**config.mk**
```make
export PLATFORM = sky130hd
export DESIGN_NAME = adder_pipelined
export DESIGN_NICKNAME = d
export VERILOG_FILES = /design/src/rtl/adder_pipelined.sv
export SDC_FILE = /design/constraint.sdc
export NUM_CORES = 1
export LEC_CHECK = 0
export ABC_AREA = 1
export CAP_MARGIN = 40
export CORE_ASPECT_RATIO = 1.5
export CORE_UTILIZATION = 30
export DETAILED_ROUTE_END_ITERATION = 8
export PLACE_DENSITY = 0.54
export SLEW_MARGIN = 20
export SYNTH_ARGS = -nofsm -noshare
export SYNTH_HDL_FRONTEND = slang
export SYNTH_SLANG_ARGS = --single-unit
```
**constraint.sdc**
```tcl
create_clock -name clk_i -period 1.9 [get_ports clk_i]
set_input_delay 0.38 -clock clk_i [delete_from_list [all_inputs] [get_ports clk_i]]
set_output_delay 0.38 -clock clk_i [all_outputs]
set_load 0.01 [all_outputs]
```
**src/rtl/adder_pipelined.sv**
```systemverilog
// Carry-chunked pipelined adder/subtractor: WIDTH bits split into STAGES chunks,
// one chunk per stage, carry registered between stages, valid/ready on both sides.

module adder_pipelined_chunk #(
  parameter int CHUNK = 8
) (
  input  logic [CHUNK-1:0] i_a,
  input  logic [CHUNK-1:0] i_b,
  input  logic             i_c,
  output logic [CHUNK-1:0] o_s,
  output logic             o_c
);
  assign {o_c, o_s} = {1'b0, i_a} + {1'b0, i_b} + {{CHUNK{1'b0}}, i_c};
endmodule

module adder_pipelined #(
  parameter int WIDTH  = 32,
  parameter int STAGES = 4
) (
  input  logic             clk_i,
  input  logic             reset_n_i,
  input  logic             valid_i,
  output logic             ready_o,
  input  logic [WIDTH-1:0] a_i,
  input  logic [WIDTH-1:0] b_i,
  input  logic             cin_i,
  input  logic             sub_i,
  output logic [WIDTH-1:0] sum_o,
  output logic             cout_o,
  output logic             ovf_o,
  output logic             valid_o,
  input  logic             ready_i
);
  localparam int CHUNK = WIDTH / STAGES;
  localparam int L     = STAGES - 1;

  if (WIDTH < 1 || STAGES < 1 || (WIDTH % STAGES) != 0) begin : g_bad_cfg
    $error("adder_pipelined: WIDTH must be a positive multiple of STAGES");
  end

  // Index k of w_*_in is what stage k consumes; r_* is what stage k registers.
  logic [STAGES-1:0][WIDTH-1:0] w_a_in, w_b_in, w_s_in, w_s_out;
  logic [STAGES-1:0][WIDTH-1:0] r_a, r_b, r_s;
  logic [STAGES-1:0]            w_c_in, w_c_out, w_v_in;
  logic [STAGES-1:0]            r_c, r_vld_pipe;
  logic                         r_ovf, w_ovf, w_en, w_unused;

  assign w_en    = ~r_vld_pipe[L] | ready_i;
  assign ready_o = w_en;

  assign w_a_in[0] = a_i;
  assign w_b_in[0] = sub_i ? ~b_i : b_i;
  assign w_s_in[0] = '0;
  assign w_c_in[0] = sub_i ^ cin_i;
  assign w_v_in[0] = valid_i;

  for (genvar k = 0; k < STAGES; k++) begin : g_stage
    localparam logic [WIDTH-1:0] MASK = WIDTH'({CHUNK{1'b1}}) << (k * CHUNK);
    logic [CHUNK-1:0] w_chunk;

    if (k > 0) begin : g_link
      assign w_a_in[k] = r_a[k-1];
      assign w_b_in[k] = r_b[k-1];
      assign w_s_in[k] = r_s[k-1];
      assign w_c_in[k] = r_c[k-1];
      assign w_v_in[k] = r_vld_pipe[k-1];
    end

    adder_pipelined_chunk #(.CHUNK(CHUNK)) u_chunk (
      .i_a (w_a_in[k][k*CHUNK +: CHUNK]),
      .i_b (w_b_in[k][k*CHUNK +: CHUNK]),
      .i_c (w_c_in[k]),
      .o_s (w_chunk),
      .o_c (w_c_out[k])
    );

    assign w_s_out[k] = (w_s_in[k] & ~MASK) | (WIDTH'(w_chunk) << (k * CHUNK));
  end

  // Carry into the MSB is recovered from the MSB sum bit: c_in = a ^ b ^ s.
  assign w_ovf = w_a_in[L][WIDTH-1] ^ w_b_in[L][WIDTH-1] ^ w_s_out[L][WIDTH-1] ^ w_c_out[L];

  always_ff @(posedge clk_i or negedge reset_n_i) begin
    if (!reset_n_i) begin
      r_a        <= '0;
      r_b        <= '0;
      r_s        <= '0;
      r_c        <= '0;
      r_vld_pipe <= '0;
      r_ovf      <= 1'b0;
    end else if (w_en) begin
      r_a        <= w_a_in;
      r_b        <= w_b_in;
      r_s        <= w_s_out;
      r_c        <= w_c_out;
      r_vld_pipe <= w_v_in;
      r_ovf      <= w_ovf;
    end
  end

  // Operand copies leaving the last stage have no consumer.
  assign w_unused = ^{r_a[L], r_b[L]};

  assign sum_o   = r_s[L];
  assign cout_o  = r_c[L];
  assign ovf_o   = r_ovf;
  assign valid_o = r_vld_pipe[L];
endmodule

```
==> metrics, run 1 <==
GPL Wtd Cong=0.7920; ant diodes=0; CTS Root Cell=clkbuf_16; ratio of cells with drive above 1 in the final layout=about 7.5%; via count=about 6,400; Static Leakage=5.352 nW; Num Clock Sinks=185; Yosys reg bits=between 150 and 200; met3 usage in global routing=2.613%; register clock-pin slew on the reported worst setup and hold paths=0.07 ns; Worst Path Required=roughly 2.3 ns; CTS buffer count=17; Place WS=-0.4158 ns; Tightest Hold Check Type=in -> async; Pre-antenna DRT Iters=5; Final Net Count=approximately 1,200; Synth top area share=roughly 52%; Final setup viols=0; pwr dens=about 1500 nW/um^2; grt met1 use=between 10% and 20%; routed vias/inst=~4.2; met2 global-route usage=between 20% and 30%; Peak VDD IR=765.2 uV; achievable frequency=roughly 540 MHz; grt total ovfl=0; Die Width=around 140 um; DR WL/cell=between 10 and 15 um; Synth area leader=dfrtp_1; clock skew=approximately 0.0079 ns; Seq. cell area=between 4000 and 5000 um^2; multi-input logic area=~3500 um^2; first-pass GRT wire length=a little over 30,000 um; Synth Warn #=0; worst-skew pair later-pin latency=around 0.45 ns; vias in the first global route=roughly 6,300; reg-to-reg slack, setup=0.06 ns; CP Data Arrival Time=between 2 and 2.5 ns; FF-to-FF Start=r_c[2]; post-synthesis xor/xnor area fraction=3.656%; clk buf depth=2; P&R area growth vs syn=22.12%; ANT nets after route=0; # Max-Cap Violations=0; Post-Route WL=approximately 18,000 um; Worst setup EP type=register; CTS tree=done; row count=76; Post-Synthesis Cells=1,048; number of remaining DRC errors=0; Netlist cell types=25; Area contributors post-synth=dfrtp_1 52%, nand2_1 20%, buf_4 4.3%, o21ai_0 4.3%, ha_1 4.0%; Syn Std Cell Area=approximately 9000 um^2; height of the die=roughly 210 um; Worst R2R Path Depth=10; PnR worst setup slack=roughly 0.063 ns; main combinational cell family by area after synthesis=simple AND/OR/NAND/NOR gates; Core ar.=slightly below 30,000 um^2; Reg-to-Reg End=ovf_o; starting density of the core=30.66%; IO Count=roughly 110; crit-path max FO=3; Period Utilization, post-route=between 90% and 100%; Worst setup SP type=register; Most Used Layer, Global Route=met2; htree depth=4; WHS=roughly 0.36 ns; CP Class=reg -> reg; total track usage=around an eighth; port bufs=roughly 110; die area=30,250 um^2; Synth Area in Compound Gates=under 10%; simple-gate share of the synthesized area=a little under a quarter; initial antenna violation count=0; Adder-Cell Fraction of Synth Area=between 5 and 6%; largest net degree at the start of global routing=approximately 100; register area share after synthesis=roughly 52%; unrepaired setup endpoints after global routing=yes; Hold Fails Final Rpt=0; shortest period the worst path allows=1.837 ns; Fillers=~3,000; worst-margin pin slew=between 0.4 and 0.5 ns; Avg Cell Area, Syn=approximately 8.5 um^2; run status=complete, no violations; Mapped Nets=roughly 1,200; DP HPWL=~12,000 um; relative slew slack=70.46%; final slew viol count=0; Worst setup startpoint=r_c[2]; mux share of post-synthesis cell area=0%; initial drt markers=296; worst setup path end=ovf_o
-- synthesized netlist by cell type, drive strengths merged --
cell / instances
xor2: 11
nand3b: 5
buf: 69
nand3: 24
xnor2: 26
fa: 8
nand4: 6
clkbuf: 7
inv: 74
or2: 5
ha: 28
nor3: 3
and3: 1
nor2: 27
nand2: 468
a21oi: 13
a31oi: 1
o21ai: 85
dfrtp: 185
o22ai: 2
-- state kept, by name (all words and copies together), names as in the netlist --
register,flops
sum_o,32
ovf_o,1
r_s,48
r_c,4
r_vld_pipe,4
r_b,48
r_a,48
-- cells by family after synthesis --
family / after synthesis
AO/OA/AOI/OAI: 101
XOR/XNOR: 37
adder cells (fa/ha/maj): 36
buffers and inverters: 150
flip-flops: 185
AND/OR/NAND/NOR: 539
-- per-layer routing --
| layer | wire [um] | vias to the layer above |
|---|---|---|
| met1 | 8565 | 2936 |
| met3 | 548 | 19 |
| met2 | 8694 | 98 |
| met4 | 340 | 0 |
| met5 | 0 | - |
| li1 | - | 3376 |
-- per-stage QoR --
| step | utilization, % | instances | TNS [ns] | area (um^2) | total power [mW] |
|---|---|---|---|---|---|
| 2_1_floorplan | - | 1048 | -0.1064 | 8901 | 11.50 |
| 3_3_place_gp | 35.35 | 1493 | -2.331 | 10220 | 13.39 |
| 3_5_place_dp | 35.35 | 1493 | -2.522 | 10220 | 13.49 |
| 4_1_cts | 37.37 | 1527 | 0 | 10800 | 17.01 |
| 5_1_grt | 37.44 | 1528 | -0.07539 | 10820 | 18.38 |
| 6_report | 37.44 | 1528 | 0 | 10820 | 16.72 |
-- power by group --
group | internal (mW) | switching (mW) | leakage (nW) | total [mW]
clock network | 1.70 | 1.64 | 0.256 | 3.34
registers | 5.70 | 0.943 | 2.24 | 6.64
logic | 2.96 | 3.78 | 2.86 | 6.74
total | 10.4 | 6.37 | 5.35 | 16.7
-- worst max-delay path, cell delays in order (launching register included) --
cell and delay (ns):
dfrtp_1 0.40, fa_2 0.42, fa_2 0.38, nand2_2 0.08, nand2_2 0.07, nand2_2 0.07
nor2_2 0.04, nor2_2 0.09, nand2_1 0.05, nand3_1 0.07, nand2_1 0.05
-- area by class of cell --
class                           instances  share of cell area [%]
Clock buffer                           17                   3.930
Sequential cell                       185                   42.77
Timing Repair Buffer                  134                   12.69
Clock inverter                         15                   1.133
Tap cell                              390                   4.508
Inverter                               74                   2.589
Multi-Input combinational cell        713                   32.38
-- layout by cell type (no fill, tap or decap), drive strengths merged --
master / instances
nand2: 468
dfrtp: 185
clkdlybuf4s50: 100
o21ai: 85
inv: 78
buf: 29
ha: 28
nor2: 27
xnor2: 26
nand3: 24
clkbuf: 18
a21oi: 13
xor2: 11
fa: 8
nand4: 6
clkinv: 6
nand3b: 5
clkinvlp: 5
or2: 5
nor3: 3
o22ai: 2
dlymetal6s2s: 2
and3: 1
a31oi: 1
dlygate4sd3: 1
dlygate4sd2: 1
-- what timing repair did --
item	in CTS	in global routing
hold buffers	1	0
endpoints found under the hold margin	17	0
setup buffers	1	1
gates resized for setup	8	6
endpoints found under the setup margin	8	11
pin swaps	3	11
-- worst min path at each step --
stage	startpoint	to	slack (ns)	depth (start not counted)
floorplan	reset_n_i	ovf_o	0.08	0
global placement	reset_n_i	r_b[9]	0.27	1
detailed placement	reset_n_i	r_b[9]	0.27	1
CTS	reset_n_i	r_b[48]	0.34	2
global route	reset_n_i	r_b[48]	0.36	2
finish	reset_n_i	r_b[9]	0.36	2
Power figures use the tool's default switching activity.
==> run 2: changes to the inputs <==
- CORE_UTILIZATION: 30 -> 52
- CTS_BUF_LIST: not set -> sky130_fd_sc_hd__clkbuf_8
- PLACE_DENSITY: 0.54 -> 0.82
- REMOVE_ABC_BUFFERS: not set -> 1
==> metrics, run 2 (synthesized netlist as in run 1, its figures left out) <==
IO Count=106 (unchanged); WHS=0.4119 ns (was 0.3610 ns); DP Cell Count=1,315 (was 1,493); ant diodes=0 (unchanged); Design Area, Final=10,580 um^2 (was 10,820 um^2); CTS buffer count=17 (unchanged); total power=16.61 mW (was 16.72 mW); vias in the first global route=6,732 (was 6,278); via count=6,679 (was 6,429); CP Cell Sequence=fa_2, fa_2, nand2_2, nand2_2, nand2_2, nor2_2, nor2_2, nand2_1, nand3_1, nand2_1 (unchanged); most frequent cells in the layout=465 x nand2_1, 184 x dfrtp_1, 102 x clkdlybuf4s50_1 (was 465 x nand2_1, 185 x dfrtp_1, 100 x clkdlybuf4s50_1); grt total ovfl=0 (unchanged); height of the die=161.9 um (was 212.5 um); ratio of cells with drive above 1 in the final layout=7.968% (was 7.469%); cell family with most CP delay=adder cells (unchanged); initial drt markers=374 (was 296); DR WL/cell=12.88 um (was 11.88 um); htree depth=4 (unchanged); relative slew slack=72.48% (was 70.46%); Crit path largest cell delay=0.42 ns (about the same); placed cell area=10,010 um^2 (was 10,220 um^2); shortest period the worst path allows=1.868 ns (was 1.837 ns); starting density of the core=53.10% (was 30.66%); Worst setup SP type=register (unchanged); unrepaired setup endpoints after global routing=yes (unchanged); Critical-path top delay cell=dfrtp_1 (was fa_2); row count=58 (was 76); # Max-Cap Violations=0 (unchanged); PnR worst setup slack=0.03207 ns (was 0.06344 ns); pwr dens=1571 nW/um^2 (was 1545 nW/um^2); DP HPWL=11,690 um (was 12,450 um); Final Non-Filler Cells=1,352 (was 1,528); final slew viol count=0 (unchanged); first-pass GRT wire length=29,530 um (was 31,070 um); CTS Root Cell=clkbuf_8 (was clkbuf_16); total track usage=21.46% (was 13.21%); run status=complete, no violations (unchanged); P&R area growth vs syn=19.34% (was 22.12%); crit-path max FO=3 (unchanged); CP Class=reg -> reg (unchanged); Hold Fails Final Rpt=0 (unchanged); GPL Wtd Cong=0.8257 (was 0.7920); Worst Path Required=2.27 ns (was 2.25 ns); fin util=63.37% (was 37.44%); Post-Route WL=17,410 um (was 18,150 um); Static Leakage=5.348 nW (was 5.352 nW); Place WS=-0.4680 ns (was -0.4158 ns); die area=17,580 um^2 (was 30,250 um^2); Final setup viols=0 (unchanged); Core ar.=16,690 um^2 (was 28,910 um^2); register clock-pin slew on the reported worst setup and hold paths=0.10 ns (was 0.07 ns); worst-skew pair later-pin latency=0.47 ns (was 0.45 ns); clock skew=0.01144 ns (was 0.007944 ns); most common cell after layout, fill and taps aside=nand2_1 (unchanged); Peak VDD IR=1014 uV (was 765.2 uV); Period Utilization, post-route=98.31% (was 96.66%); CP Buf/Inv Count=0 (unchanged); Num Clock Sinks=185 (unchanged); Tightest Hold Check Type=in -> async (unchanged); port bufs=105 (unchanged); worst-margin pin slew=0.4128 ns (was 0.4431 ns); Final Net Count=1,235 (was 1,231); number of remaining DRC errors=0 (unchanged); CP Data Arrival Time=2.24 ns (was 2.18 ns); Pre-antenna DRT Iters=5 (unchanged); routed vias/inst=4.940 (was 4.207); achievable frequency=535.4 MHz (was 544.5 MHz); CTS tree=done (unchanged); Die Width=108.6 um (was 142.3 um); clk buf depth=2 (unchanged); largest net degree at the start of global routing=58 (was 101); most used cell along the critical path=nand2_2 (unchanged); top flop regs=r_a (48), r_b (48), r_s (48) (unchanged); Setup TNS=0 ns (unchanged); initial antenna violation count=0 (unchanged); Worst setup EP type=register (unchanged); ANT nets after route=0 (unchanged)
## run 2: cell types whose count changed in the layout (fill, tap and decap cells not counted), moves of 2 or more
cell             delta
clkbuf_8           +18
clkbuf_16          -17
bufinv_16           +5
clkinvlp_4          -4
buf_12              +2
buf_4               +2
clkdlybuf4s50_1     +2
clkinv_4            -2
dlymetal6s2s_1      -2
o21ai_0             -2
o21ai_1             +2
## run 2: power by group
part           leakage [nW]  internal, mW  switching [mW]
combinational          2.88          3.04            3.85
clock                 0.235          1.61            1.44
sequential             2.24          5.69           0.980
## run 2: area by class of cell
class | instances | area [um^2]
fill | 1361 | 6113
sequential | 185 | 4631
multi-input combinational | 713 | 3513
timing repair buffer | 138 | 1424
inverter | 74 | 280.3
tap | 210 | 262.8
clock buffer | 18 | 247.7
clock inverter | 14 | 219.0
## run 2: final timing paths
check | cells after the start | slack (ns) | from | to
hold / removal | 2 | 0.41 | reset_n_i | sum_o[18]
setup reg to reg | 10 | 0.03 | r_a[88] | ovf_o
hold reg to reg | 2 | 0.46 | r_s[83] | sum_o[19]
min in group clk_i | 3 | 0.44 | a_i[12] | r_a[12]
max in group asynchronous | 3 | 0.87 | reset_n_i | r_b[91]
setup / recovery | 10 | 0.03 | r_a[88] | ovf_o
## run 2: timing repair
action	in CTS	in global routing
endpoints found under the setup margin	10	10
pin swaps	0	5
buffers inserted	1	3
hold buffers	1	0
endpoints found under the hold margin	41	0
resized for setup	8	14
## run 2: routing by layer
layer / global-route usage (%) / vias up / share of wire (%) / wire (um)
met2: 38.26 / 131 / 53 / 9140
met1: 25.08 / 3147 / 42 / 7374
met5: 0 / - / 0 / 0
li1: - / 3372 / - / -
met4: 9.091 / 0 / 2.0 / 353
met3: 3.612 / 29 / 3.1 / 540
